`config.mk`:
```
export PLATFORM = sky130hd
export DESIGN_NAME = button_deb_array
export DESIGN_NICKNAME = d
export VERILOG_FILES = /design/src/rtl/button_deb_pkg.sv /design/src/rtl/button_deb_chan.sv /design/src/rtl/button_deb_array.sv
export SDC_FILE = /design/constraint.sdc
export NUM_CORES = 1
export LEC_CHECK = 0
export BUFFER_PORTS_ARGS = -buffer_cell sky130_fd_sc_hd__buf_2
export CAP_MARGIN = 20
export CORE_UTILIZATION = 25
export DETAILED_ROUTE_END_ITERATION = 10
export PLACE_DENSITY = 0.47
export SLEW_MARGIN = 20
export SYNTH_ARGS = -nofsm -noshare
export SYNTH_HDL_FRONTEND = slang
export SYNTH_SLANG_ARGS = --single-unit
```
`constraint.sdc`:
```
create_clock -name clk -period 4.6 [get_ports clk]
set_input_delay 0.46 -clock clk [delete_from_list [all_inputs] [get_ports clk]]
set_output_delay 0.46 -clock clk [all_outputs]
set_load 0.05 [all_outputs]
```
`src/rtl/button_deb_pkg.sv`:
```
// Shared FSM encodings and cycle-count helpers for the button debouncer array.
package button_deb_pkg;

    localparam logic ST_STABLE = 1'b0;
    localparam logic ST_VERIFY = 1'b1;

    function automatic int unsigned cycles_for(input int unsigned khz, input int unsigned ms);
        return khz * ms;
    endfunction

    // Wide enough to hold the terminal count itself, so counters never wrap.
    function automatic int unsigned cnt_width(input int unsigned n);
        return (n < 1) ? 1 : $clog2(n + 1);
    endfunction

endpackage

```
`src/rtl/button_deb_chan.sv`:
```
// One debounce channel: 2-flop synchronizer, STABLE/VERIFY qualifier, edge pulses, toggle.
// Hold counter and long_o pulse exist only with BUTTON_DEB_ARRAY_LONGPRESS_EN defined.
module button_deb_chan
    import button_deb_pkg::*;
#(
    parameter int unsigned DEB_CYCLES  = 4
`ifdef BUTTON_DEB_ARRAY_LONGPRESS_EN
    ,
    parameter int unsigned LONG_CYCLES = 10
`endif
) (
    input  logic clk,
    input  logic rst,
    input  logic btn_i,
    output logic level_o,
    output logic press_o,
    output logic release_o,
    output logic toggle_o,
    output logic long_o
);

    localparam int unsigned CW = cnt_width(DEB_CYCLES);
    localparam logic [CW-1:0] DEB_LAST = CW'(DEB_CYCLES - 1);

    logic [1:0]    sync_q;
    logic          s;
    logic          state_q, state_d;
    logic [CW-1:0] cnt_q, cnt_d;
    logic          level_q, level_d;
    logic          press_q, press_d;
    logic          rel_q, rel_d;
    logic          tog_q, tog_d;
    logic          commit;

    assign s = sync_q[1];

    always_comb begin
        state_d = state_q;
        cnt_d   = cnt_q;
        level_d = level_q;
        press_d = 1'b0;
        rel_d   = 1'b0;
        commit  = 1'b0;
        tog_d   = tog_q ^ press_q;
        if (state_q == ST_STABLE) begin
            if (s != level_q) begin
                if (DEB_CYCLES <= 1) begin
                    commit = 1'b1;
                end else begin
                    state_d = ST_VERIFY;
                    cnt_d   = CW'(1);
                end
            end
        end else begin
            // Any return to the old level mid-count is a glitch: drop it silently.
            if (s == level_q) begin
                state_d = ST_STABLE;
                cnt_d   = '0;
            end else if (cnt_q >= DEB_LAST) begin
                commit = 1'b1;
            end else begin
                cnt_d = cnt_q + CW'(1);
            end
        end
        if (commit) begin
            level_d = ~level_q;
            press_d = ~level_q;
            rel_d   = level_q;
            state_d = ST_STABLE;
            cnt_d   = '0;
        end
    end

    always_ff @(posedge clk or posedge rst) begin
        if (rst) begin
            sync_q  <= '0;
            state_q <= ST_STABLE;
            cnt_q   <= '0;
            level_q <= 1'b0;
            press_q <= 1'b0;
            rel_q   <= 1'b0;
            tog_q   <= 1'b0;
        end else begin
            sync_q  <= {sync_q[0], btn_i};
            state_q <= state_d;
            cnt_q   <= cnt_d;
            level_q <= level_d;
            press_q <= press_d;
            rel_q   <= rel_d;
            tog_q   <= tog_d;
        end
    end

    assign level_o   = level_q;
    assign press_o   = press_q;
    assign release_o = rel_q;
    assign toggle_o  = tog_q;

`ifdef BUTTON_DEB_ARRAY_LONGPRESS_EN
    localparam int unsigned HW = cnt_width(LONG_CYCLES);
    localparam logic [HW-1:0] LONG_MAX = HW'(LONG_CYCLES);

    logic [HW-1:0] hold_q, hold_d;
    logic          long_q, long_d;

    // Saturating at LONG_MAX is what limits the pulse to once per press.
    always_comb begin
        hold_d = hold_q;
        long_d = 1'b0;
        if (press_d) begin
            hold_d = '0;
        end else if (level_q && hold_q != LONG_MAX) begin
            hold_d = hold_q + HW'(1);
            long_d = (hold_d == LONG_MAX);
        end
    end

    always_ff @(posedge clk or posedge rst) begin
        if (rst) begin
            hold_q <= '0;
            long_q <= 1'b0;
        end else begin
            hold_q <= hold_d;
            long_q <= long_d;
        end
    end

    assign long_o = long_q;
`else
    assign long_o = 1'b0;
`endif

endmodule

```
`src/rtl/button_deb_array.sv`:
```
// NCHAN independent debounced buttons with press/release pulses and toggle state.
// Define BUTTON_DEB_ARRAY_LONGPRESS_EN to add the per-channel long-press detector.
module button_deb_array
    import button_deb_pkg::*;
#(
    parameter int unsigned NCHAN       = 4,
    parameter int unsigned CLK_FREQ    = 95000,
    parameter int unsigned DEBOUNCE_MS = 20,
    parameter int unsigned LONG_MS     = 1000
) (
    input  logic             clk,
    input  logic             rst,
    input  logic [NCHAN-1:0] button_in,
    output logic [NCHAN-1:0] button_level,
    output logic [NCHAN-1:0] press_pulse,
    output logic [NCHAN-1:0] release_pulse,
    output logic [NCHAN-1:0] toggle_state,
    output logic [NCHAN-1:0] long_press
);

    localparam int unsigned DEB_CYCLES  = cycles_for(CLK_FREQ, DEBOUNCE_MS);
    localparam int unsigned LONG_CYCLES = cycles_for(CLK_FREQ, LONG_MS);

    if (NCHAN < 1 || NCHAN > 32 || DEB_CYCLES < 1 || LONG_CYCLES < 1) begin : g_bad_param
        $error("button_deb_array: illegal parameter set");
    end

    for (genvar i = 0; i < NCHAN; i++) begin : g_chan
        button_deb_chan #(
            .DEB_CYCLES (DEB_CYCLES)
`ifdef BUTTON_DEB_ARRAY_LONGPRESS_EN
            ,
            .LONG_CYCLES(LONG_CYCLES)
`endif
        ) u_chan (
            .clk      (clk),
            .rst      (rst),
            .btn_i    (button_in[i]),
            .level_o  (button_level[i]),
            .press_o  (press_pulse[i]),
            .release_o(release_pulse[i]),
            .toggle_o (toggle_state[i]),
            .long_o   (long_press[i])
        );
    end

endmodule

```
# After elaboration in Yosys (flattened, before gate mapping)
# Index checks and enable logic that the tools add are counted.
[totals] ram_bits=0 mem_bits_ro=0 n_memories=0 latch_bits=0 regBits=112 inputBits=6 elab_cells=120 output_inout_bits=20
[op_classes] n_bitwise=8 add_sub_neg=4 reduce_logical=8 order_cmp=4 n_mul=0 shifts=0 muxes=56 div=0 eq_ne=12
[op_table] cell="21-bit 2-to-1 mux" count=20
[op_table] cell="21-bit by 1-bit adder with 21-bit output (second input constant)" count=4
[op_table] cell="21-bit greater-or-equal comparator (second input constant)" count=4
[op_table] cell="1-bit 2-to-1 mux" count=36
[op_table] cell="4-bit inequality test (second input constant)" count=4
[op_table] cell="3-bit nonzero test" count=4
[op_table] cell="2-bit AND reduction" count=4
[op_table] cell="1-bit equality test" count=4
[op_table] cell="1-bit inequality test" count=4
[op_table] cell="1-bit NOT" count=4
[op_table] cell="1-bit bitwise XOR" count=4

# Depth between registers and ports, before layout
# Gate-level depths: netlist (run 1).
[depth] depth_word=6 ltp_mapped=9 ltp_nobuf=7

# Modules after synthesis
# A second synthesis (run 1) with hierarchy kept.
[hier_totals] cells_unflattened=617 hier_area_um2=6153.4
[modules_own_cells] mod="button_deb_chan at g_chan[0].u_chan ..." area_per_inst_um2=1535.2 instances=3 cells_per_inst=152
[modules_own_cells] mod="button_deb_chan at g_chan[2].u_chan" area_per_inst_um2=1547.7 instances=1 cells_per_inst=161

# Least setup slack after synthesis (run 1)
# OpenSTA, ideal clock, no wires.
[synth_timing] path_type="register to register" start="register g_chan[3].u_chan.cnt_q[0]" end="register g_chan[3].u_chan.cnt_q[10]" path_slack_ns=2.479 path_buffers=0 path_stages_with_launch=8 period_less_slack_ns=2.121 required_time_ns=4.531 arrival_time_ns=2.052 cell_sequence="dfrtp_1 -> ha_1 -> a41o_1 -> a311oi_2 -> o31ai_2 -> or2_4 -> or4_1 -> nand3_1"
[synth_via] elab_chain_len=6 word_cells_on_any_way=12 classes_between="add/sub: 1; order compare: 1; eq/ne: 1; mux: 7; reduce/logical: 2"
[synth_lines] item="from (decl)" line_no="button_deb_chan.sv:28" rtl="logic [CW-1:0] cnt_q, cnt_d;"
[synth_lines] item="from (signal assigned)" line_no="button_deb_chan.sv:86" rtl="cnt_q <= cnt_d;"
[synth_lines] item="21-bit greater-or-equal comparator" line_no="button_deb_chan.sv:59" rtl="end else if (cnt_q >= DEB_LAST) begin"
[synth_lines] item="1-bit 2-to-1 mux" line_no="button_deb_chan.sv:59"
[synth_lines] item="1-bit 2-to-1 mux" line_no="button_deb_chan.sv:56" rtl="if (s == level_q) begin"
[synth_lines] item="1-bit 2-to-1 mux" line_no="button_deb_chan.sv:45" rtl="if (state_q == ST_STABLE) begin"
[synth_lines] item="4-bit inequality test (no line) / 3-bit nonzero test (equally long branches)"
[synth_lines] item="2-bit AND reduction (no line)"
# Parallel ways exist; a longest one is shown, timed or not. The select of a mux whose other input is x is not followed.
# A chain may end at the register's enable or synchronous reset.

# Worst setup path in the final report (run 1)
[layout_timing] start="register g_chan[3].u_chan.cnt_q[0]" end="register g_chan[3].u_chan.cnt_q[18]"
# The elaborated chain is that of the path after synthesis.

==> results of run 1 <==
-- worst min-delay path by stage --
stage | startpoint | endpoint | slack, ns | depth (start not counted)
finish | rst | g_chan[1].u_chan.cnt_q[15] | 0.19 | 2
global route | button_in[1] | g_chan[1].u_chan.sync_q[0] | 0.19 | 1
CTS | button_in[1] | g_chan[1].u_chan.sync_q[0] | 0.19 | 1
detailed placement | g_chan[1].u_chan.sync_q[0] | g_chan[1].u_chan.sync_q[1] | 0.34 | 0
global placement | g_chan[0].u_chan.sync_q[0] | g_chan[0].u_chan.sync_q[1] | 0.33 | 0
floorplan | g_chan[0].u_chan.sync_q[0] | g_chan[0].u_chan.sync_q[1] | 0.33 | 0
-- logic make-up after synthesis --
logic type                 after synthesis  share of synthesized area [%]
AOI/OAI and AO/OA                      146                          15.90
xor gates and xnor gates                21                          3.269
adders and majority gates                4                         0.8547
buffers and inverters                   63                          5.790
DFF                                    112                          47.86
muxes                                    4                         0.7051
other                                    1                        0.06404
and+or+nand+nor                        291                          25.56
-- final cells by class --
cell class | instances | area [sq um] | share of cell area (%)
inverter | 18 | 70.07 | 1.091
timing repair buffer | 30 | 172.7 | 2.688
clock inverter | 5 | 32.53 | 0.5064
multi-input combinational | 470 | 2725 | 42.42
tap | 313 | 391.6 | 6.097
clock buffer | 10 | 229.0 | 3.564
sequential | 112 | 2803 | 43.63
-- through the flow --
stage                     cells  hold WS (ns)  util, %
after floorplan             645        0.3312        -
after global placement      943        0.3348    27.05
after detailed placement    943        0.3356    27.05
after CTS                   958        0.1911    28.20
after global routing        958        0.1891    28.20
final                       958        0.1883    28.20
-- synthesized netlist by cell type, drive strengths merged (3+ instances only) --
cell type,n,share of area (%)
inv,18,1.2
nor3b,4,0.51
and2,9,0.96
buf,33,3.8
o21a,6,0.77
nor2,35,2.2
a21oi,31,2.6
nand2,70,4.5
a22o,5,0.75
a41oi,3,0.45
xor2,14,2.2
clkbuf,12,0.79
and4,5,0.77
a31oi,15,1.6
xnor2,7,1.0
o31ai,7,0.98
ha,4,0.85
mux2i,3,0.51
nand4,14,1.5
nand3b,3,0.38
o311ai,9,1.3
nor3,8,0.68
or2,7,0.79
or3,33,3.6
o21ai,54,4.6
dfrtp,112,48
and3,21,2.3
a21o,5,0.64
nand3,72,6.2
-- power by group through the flow --
stage / clock network, W / logic, W / registers, W
after floorplan: 0 / 0.0000960 / 0.00104
after global placement: 0 / 0.000125 / 0.00105
after detailed placement: 0 / 0.000124 / 0.00105
after CTS: 0.000774 / 0.000125 / 0.00103
after global routing: 0.000806 / 0.000140 / 0.00103
final: 0.000731 / 0.000121 / 0.00103
-- flip-flops by register name (all words and copies together), names as in the netlist --
name and cells:
g_chan.u_chan.cnt_q 84, g_chan.u_chan.level_o 4, g_chan.u_chan.press_o 4, g_chan.u_chan.release_o 4, g_chan.u_chan.state_q 4, g_chan.u_chan.sync_q 8
g_chan.u_chan.toggle_o 4
-- critical path, cell delays in order (launching register included) --
cell and delay [ns]:
dfrtp_1 0.40, ha_1 0.26, a41o_1 0.26, a311oi_2 0.27, o31ai_2 0.14, nor2_1 0.53, buf_4 0.31, a21oi_1 0.08
a21oi_1 0.14
-- metal layers --
layer  routed length, um  vias to the layer above
li1                    -                     2290
met1                6727                     2150
met2                5429                       60
met3                 319                        6
met4                  63                        0
met5                   0                        -
==> flow_summary.toml, run 1 <==
[power_and_ir_drop]
sequentialPowerShare_pct = 54.6
pwr-share-clk_pct = 38.9
finalPower_w = 0.001879
p_int_w = 0.001408
p_per_area_nw_per_um2 = 292.5
leakagePower_nw = 2.685
irDropWorstVdd_mv = 0.1617
switching_share_pct = 25.05
combPwrFrac_pct = 6.5
p_switching_w = 0.0004705

[global_routing]
grt_antenna_before_repair = 1
grt_pass1_wl_um = 21700
grt_pass1_vias = 4237
grtUsageMet2_pct = 16.50
grtUsageMet3_pct = 2.340
gr-total-overflow = 0
busiest_layer = "met2"
grt_max_degree = 51
met1_usage_pct = 16.11
grt_usage_pct = 11.10

[timing]
tightest_slew_ns = 0.7146
final-setup-viol-count = 0
min_period_over_period_pct = 53.92
fin_tns_setup_ns = 0
fin_ws_ns = 2.119
fin_worst_skew_ns = 0.007994
maxSlewViolCount = 0
fin_crit_ns = 2.481
rsz0062_at_grt = "no"
max_freq_ghz = 0.4031
hold_viol = 0
slew_headroom_pct = 52.19

[floorplan]
rows = 55
die_h_um = 155.0
fp.dieW_um = 155.0
die_area_sq_um = 24040
initial_core_util_pct = 25.71
core-area_sq_um = 22780
ioPinCount = 26

[logic_synthesis]
synthesis.instances = 642
syn_avg_cell_area_sq_um = 9.121
seq_area_frac_synth_pct = 47.86
ys.flop_type = "dfrtp_1"
ys_seq_elements = 112
netlist_area_sq_um = 5856
ys_warn_count = 0
synthArstFlopShare_pct = 100.0
synth-edff-count = 0
synth.distinct_cells = 60

[detailed_routing]
route.antenna.remaining_nets = 0
drc = 0
postRouteWirelength_um = 12540
dr.pass1.iters = 4
viasPerCell = 4.704
vias = 4506
drt-initial-drc-count = 267
wire_per_inst_um = 13.09

[clocking]
htree_levels = 3
numCtsBuffers = 9
post_cts_buffers = 0
cts_tree = "done"
clockBufferDepth = 2
clk_pin_slew_worst_paths_ns = 0.07
clkSinkCount = 112
ctsResizeCount = 0
ctsHoldBuffers = 0
clk_latency_ns = 0.35
cts-root-buf = "clkbuf_16"

[flow_run]
cap_violations = 0

[final_layout]
drive_gt1_share_pct = 9.457
syn_to_final_growth_pct = 9.701
final_common_cell = "dfrtp_1"
final_cell_mix = "dfrtp_1 (112), nand3_1 (72), nand2_1 (70)"
diodes = 0
final_area_sq_um = 6424
fillCellCount = 2385
nNetsFinal = 651

[critical_path]
setup.worst_path.end = "g_chan[3].u_chan.cnt_q[18]"
r2r-start = "g_chan[3].u_chan.cnt_q[0]"
r2r_end = "g_chan[3].u_chan.cnt_q[18]"
crit_type = "reg2reg"
reg2reg_depth = 8
crit_arrival_ns = 2.76
crit_required_ns = 4.88
critPathLaunchType = "register"
startpoint = "g_chan[3].u_chan.cnt_q[0]"
endpoint_kind = "register"
crit_fanout = 12
r2r_slack_ns = 2.12

[place]
place_ws_ns = 2.105
postPlaceCellArea_sq_um = 6162
hpwlAfterDp_um = 8262
portBuffers = 21
place_congestion = 0.7530

[run_status]
status = "finished clean"

[min_path]
hold_path.class = "in2async"
(Power assumes the default switching activity.)
==> run 2: changes to the inputs <==
==> constraint.sdc (replaced) <==
create_clock -name clk -period 2.5 [get_ports clk]
set_input_delay 0.25 -clock clk [delete_from_list [all_inputs] [get_ports clk]]
set_output_delay 0.25 -clock clk [all_outputs]
set_load 0.05 [all_outputs]
==> run 2 against run 1 <==
  * The flow now finishes with violations (hold timing)
  * Utilization is 0.91 points higher
  * Sequential power grew 83%
  * Sequential share of layout area shrank 1.4 points
  * Via count grew 2.1%
  * Critical endpoint is now g_chan[3].u_chan.cnt_q[10]
  * Combinational power up 100%
  * Clock power is 96% higher
  * Non-clock buffer count rose by 19
  * Clock skew grew 0.0028 ns
  * Critical path depth decreased by 1
  * Cell area grew 3.2%
  * Critical path type unchanged
  * Highest routed layer unchanged
==> flow_summary.toml, run 2 (synthesis gave the netlist of run 1 again) <==
[timing]
fin_worst_skew_ns = 0.01080
max_freq_ghz = 0.4329
maxSlewViolCount = 0
hold_viol = 9
whs_ns = -0.002168
tightest_slew_ns = 0.7137
final-setup-viol-count = 0
rsz0062_at_grt = "no"
min_period_over_period_pct = 92.40
fin_tns_setup_ns = 0
fin_crit_ns = 2.310
slew_headroom_pct = 52.32

[floorplan]
die_h_um = 155.0
die_area_sq_um = 24040
rows = 55
initial_core_util_pct = 25.71
ioPinCount = 26
core-area_sq_um = 22780
fp.dieW_um = 155.0

[final_layout]
nNetsFinal = 670
final_cell_mix = "dfrtp_1 (112), nand3_1 (72), nand2_1 (70)"
top_regs = "g_chan.u_chan.cnt_q (84), g_chan.u_chan.sync_q (8)"
final_area_sq_um = 6631
stdcell_count = 977
diodes = 0
utilization_pct = 29.11
largest_reg_flops = 84
final_common_cell = "dfrtp_1"
drive_gt1_share_pct = 11.90
syn_to_final_growth_pct = 13.25
top_register = "g_chan.u_chan.cnt_q"

[place]
hpwlAfterDp_um = 8693
place_congestion = 0.7363
postPlaceCellArea_sq_um = 6309
dp_cells = 959
portBuffers = 21

[detailed_routing]
drc = 0
route.antenna.remaining_nets = 0
dr.pass1.iters = 4
drt-initial-drc-count = 301
viasPerCell = 4.708
wire_per_inst_um = 13.02
vias = 4600
postRouteWirelength_um = 12720

[power_and_ir_drop]
leakagePower_nw = 2.792
finalPower_w = 0.003568
p_per_area_nw_per_um2 = 538.1
irDropWorstVdd_mv = 0.3151

[run_status]
violations = "hold timing"
status = "finished with violations"

[flow_run]
cap_violations = 0

[global_routing]
grt_pass1_wl_um = 22290
grt_max_degree = 32
grt_pass1_vias = 4338
gr-total-overflow = 0
grt_antenna_before_repair = 0
grt_usage_pct = 11.45

[critical_path]
r2r_end = "g_chan[3].u_chan.cnt_q[10]"
r2r_slack_ns = 0.19
critPathLaunchType = "register"
crit_arrival_ns = 2.61
reg2reg_depth = 7
crit_required_ns = 2.80
crit_type = "reg2reg"
crit_fanout = 14
r2r-start = "g_chan[3].u_chan.cnt_q[0]"
endpoint_kind = "register"

[clocking]
cts-root-buf = "clkbuf_16"
numCtsBuffers = 9
htree_levels = 3
clk_latency_ns = 0.37
clk_pin_slew_worst_paths_ns = 0.08
clkSinkCount = 112
cts_tree = "done"
clockBufferDepth = 2
post_cts_buffers = 0

[min_path]
hold_path.class = "in2async"
[run 2: worst max-delay path by stage]
stage	endpoint	start	slack [ns]	cells past startpoint
2_1_floorplan	g_chan[3].u_chan.cnt_q[10]	g_chan[3].u_chan.cnt_q[0]	0.38	7
3_3_place_gp	g_chan[3].u_chan.cnt_q[10]	g_chan[3].u_chan.cnt_q[0]	0.24	7
3_5_place_dp	g_chan[3].u_chan.cnt_q[10]	g_chan[3].u_chan.cnt_q[0]	0.20	7
4_1_cts	g_chan[3].u_chan.cnt_q[10]	g_chan[3].u_chan.cnt_q[0]	0.17	7
5_1_grt	g_chan[3].u_chan.cnt_q[10]	g_chan[3].u_chan.cnt_q[0]	0.04	7
6_report	g_chan[3].u_chan.cnt_q[10]	g_chan[3].u_chan.cnt_q[0]	0.19	7
[run 2: layout make-up]
class / instances / area (sq um)
clock buffer: 9 / 225.2
clock inverter: 6 / 62.56
fill: 2398 / 16150
inverter: 18 / 71.32
multi-input combinational: 470 / 2730
sequential: 112 / 2803
tap: 313 / 391.6
timing repair buffer: 49 / 347.8
[run 2: through the flow]
stage,hold slack (ns),worst slack [ns]
4_1_cts,0.01161,0.1726
3_3_place_gp,0.3323,0.2402
5_1_grt,0.008741,0.04292
6_report,-0.002168,0.1900
3_5_place_dp,0.3355,0.2015
2_1_floorplan,0.2814,0.3791
[run 2: layer usage]
| layer | share of wire [%] | track usage (%) | vias to the layer above |
|---|---|---|---|
| met3 | 2.5 | 2.674 | 9 |
| met2 | 45 | 17.59 | 40 |
| met1 | 52 | 15.99 | 2214 |
| met5 | 0 | 0 | - |
| li1 | - | - | 2337 |
| met4 | 1.1 | 3.253 | 0 |
[run 2: repair_timing]
action	CTS	global route
resized for setup	0	1
setup endpoints to repair	0	1
hold buffers	3	0
endpoints found under the hold margin	3	0
[run 2: worst max-delay path, stage by stage, from the launching register on]
cell and delay [ns]:
dfrtp_1 0.41, ha_1 0.27, a41o_1 0.27, a311oi_2 0.26, o31ai_2 0.13, or2_4 0.31
or4_1 0.51, nand3_1 0.09
[run 2: power by group]
| part | internal (W) | switching [W] | leakage (nW) |
|---|---|---|---|
| Sequential | 0.00185 | 0.0000393 | 1.52 |
| Clock | 0.000701 | 0.000733 | 0.142 |
| Combinational | 0.0000883 | 0.000159 | 1.13 |
| Total | 0.00264 | 0.000931 | 2.79 |
==> run 3: changes to the inputs <==
--- a/config.mk
+++ b/config.mk
@@ -9,6 +9,7 @@
 export CAP_MARGIN = 20
 export CORE_UTILIZATION = 25
 export DETAILED_ROUTE_END_ITERATION = 10
+export HOLD_SLACK_MARGIN = 0.15
 export PLACE_DENSITY = 0.47
 export SLEW_MARGIN = 20
 export SYNTH_ARGS = -nofsm -noshare
==> run 3 against run 2 <==
  * The flow now finishes without violations
  * Fmax about the same
  * Highest routed layer unchanged
  * Critical path depth unchanged
  * Largest power group unchanged
  * Wire length up 0.14%
  * Cell count up 0.20%
  * Worst setup slack about the same
  * Cell area up 0.30%
==> flow_summary.toml, run 3 (synthesis gave the netlist of run 1 again) <==
[global_routing]
grt_pass1_vias = 4356
grt_max_degree = 32
grt_usage_pct = 11.45
gr-total-overflow = 0
grt_antenna_before_repair = 0
grt_pass1_wl_um = 22300

[clocking]
cts_tree = "done"
htree_levels = 3
clk_pin_slew_worst_paths_ns = 0.08
cts-root-buf = "clkbuf_16"
clockBufferDepth = 2
clkSinkCount = 112
clk_latency_ns = 0.37
numCtsBuffers = 9
post_cts_buffers = 0

[final_layout]
top_register = "g_chan.u_chan.cnt_q"
diodes = 0
drive_gt1_share_pct = 11.86
largest_reg_flops = 84
nNetsFinal = 672
final_common_cell = "dfrtp_1"
fillCellCount = 2399
syn_to_final_growth_pct = 13.59
top_regs = "g_chan.u_chan.cnt_q (84), g_chan.u_chan.sync_q (8)"
multi_input_area_sq_um = 2730
final_cell_mix = "dfrtp_1 (112), nand3_1 (72), nand2_1 (70)"
seqCellArea_sq_um = 2803

[timing]
fin_crit_ns = 2.310
tightest_slew_ns = 0.7139
slew_headroom_pct = 52.30
maxSlewViolCount = 0
min_period_over_period_pct = 92.40
rsz0062_at_grt = "no"
hold_viol = 0
fin_worst_skew_ns = 0.01063
whs_ns = 0.3462
fin_tns_setup_ns = 0
max_freq_ghz = 0.4329
final-setup-viol-count = 0

[power_and_ir_drop]
combPwrFrac_pct = 7.0
pwr-share-clk_pct = 40.1
p_int_w = 0.002640
leakagePower_nw = 2.800
p_switching_w = 0.0009318
switching_share_pct = 26.09
irDropWorstVdd_mv = 0.3152
sequentialPowerShare_pct = 52.9
p_per_area_nw_per_um2 = 537.0

[detailed_routing]
viasPerCell = 4.706
postRouteWirelength_um = 12740
dr.pass1.iters = 5
drt-initial-drc-count = 302
route.antenna.remaining_nets = 0
vias = 4607
drc = 0
wire_per_inst_um = 13.01

[place]
portBuffers = 21
hpwlAfterDp_um = 8693
place_congestion = 0.7363

[critical_path]
endpoint_kind = "register"
slowest_stage = "or4_1"
critPathLaunchType = "register"
critPathMaxStageDelay_ns = 0.51
crit_fanout = 14
crit_type = "reg2reg"
crit_arrival_ns = 2.61
crit_chain = "ha_1, a41o_1, a311oi_2, o31ai_2, or2_4, or4_1, nand3_1"
crit_required_ns = 2.80

[floorplan]
core-area_sq_um = 22780
die_area_sq_um = 24040
initial_core_util_pct = 25.71
fp.dieW_um = 155.0
ioPinCount = 26
rows = 55
die_h_um = 155.0

[flow_run]
cap_violations = 0

[run_status]
status = "finished clean"

[min_path]
hold_path.class = "reg2reg"
==> run 3: changes by cell type in the layout (fill, tap and decap cells not counted), sizes merged <==
| cell | delta |
|---|---|
| dlygate4sd3 | +2 |
==> run 3: critical path, delay by kind of cell, from the launching register on <==
kind / cells / cell delay [ns]
adders and majority gates: 1 / 0.27
DFF: 1 / 0.41
AOI/OAI and AO/OA: 3 / 0.66
and+or+nand+nor: 3 / 0.91
==> run 3: per-stage QoR <==
| stage | total power [W] | instances | util (%) | worst slack (ns) | instance area [sq um] |
|---|---|---|---|---|---|
| floorplan | 0.002092 | 645 | - | 0.3791 | 5871 |
| global route | 0.003751 | 979 | 29.20 | 0.04292 | 6651 |
| finish | 0.003572 | 979 | 29.20 | 0.1899 | 6651 |
| global placement | 0.002173 | 959 | 27.70 | 0.2402 | 6309 |
| CTS | 0.003658 | 979 | 29.18 | 0.1726 | 6646 |
| detailed placement | 0.002174 | 959 | 27.70 | 0.2015 | 6309 |
==> run 3: layout make-up <==
cell class	instances	area share, %
Sequential cell	112	42.14
Clock buffer	9	3.386
Tap cell	313	5.888
Inverter	18	1.072
Clock inverter	6	0.9406
Multi-Input combinational cell	470	41.05
Timing Repair Buffer	51	5.530
==> run 3: what timing repair did <==
action / CTS / global route
endpoints found under the hold margin: 30 / 0
hold buffers: 5 / 0
endpoints found under the setup margin: 0 / 1
gates resized for setup: 0 / 1
==> run 3: layer usage <==
layer / up-vias / share of wire, % / global-route usage [%]
met5: - / 0 / 0
li1: 2341 / - / -
met1: 2219 / 52 / 15.94
met2: 38 / 45 / 17.70
met4: 0 / 1.1 / 3.253
met3: 9 / 2.4 / 2.618
==> run 3: power groups by stage <==
stage          sequential (W)  clock (W)  combinational, W
4_1_cts               0.00189    0.00151          0.000257
5_1_grt               0.00190    0.00157          0.000285
2_1_floorplan         0.00191          0          0.000177
3_3_place_gp          0.00192          0          0.000250
6_report              0.00189    0.00143          0.000250
3_5_place_dp          0.00193          0          0.000249
==> run 3: path summary, 6_finish.rpt <==
check	from	endpoint	depth (start not counted)	slack [ns]
max	g_chan[3].u_chan.cnt_q[0]	g_chan[3].u_chan.cnt_q[10]	7	0.19
min	g_chan[3].u_chan.sync_q[0]	g_chan[3].u_chan.sync_q[1]	0	0.35
max reg2reg	g_chan[3].u_chan.cnt_q[0]	g_chan[3].u_chan.cnt_q[10]	7	0.19
min reg2reg	g_chan[3].u_chan.sync_q[0]	g_chan[3].u_chan.sync_q[1]	0	0.35
max in group asynchronous	rst	g_chan[0].u_chan.cnt_q[13]	4	1.25
min in group asynchronous	rst	g_chan[1].u_chan.sync_q[1]	3	0.55
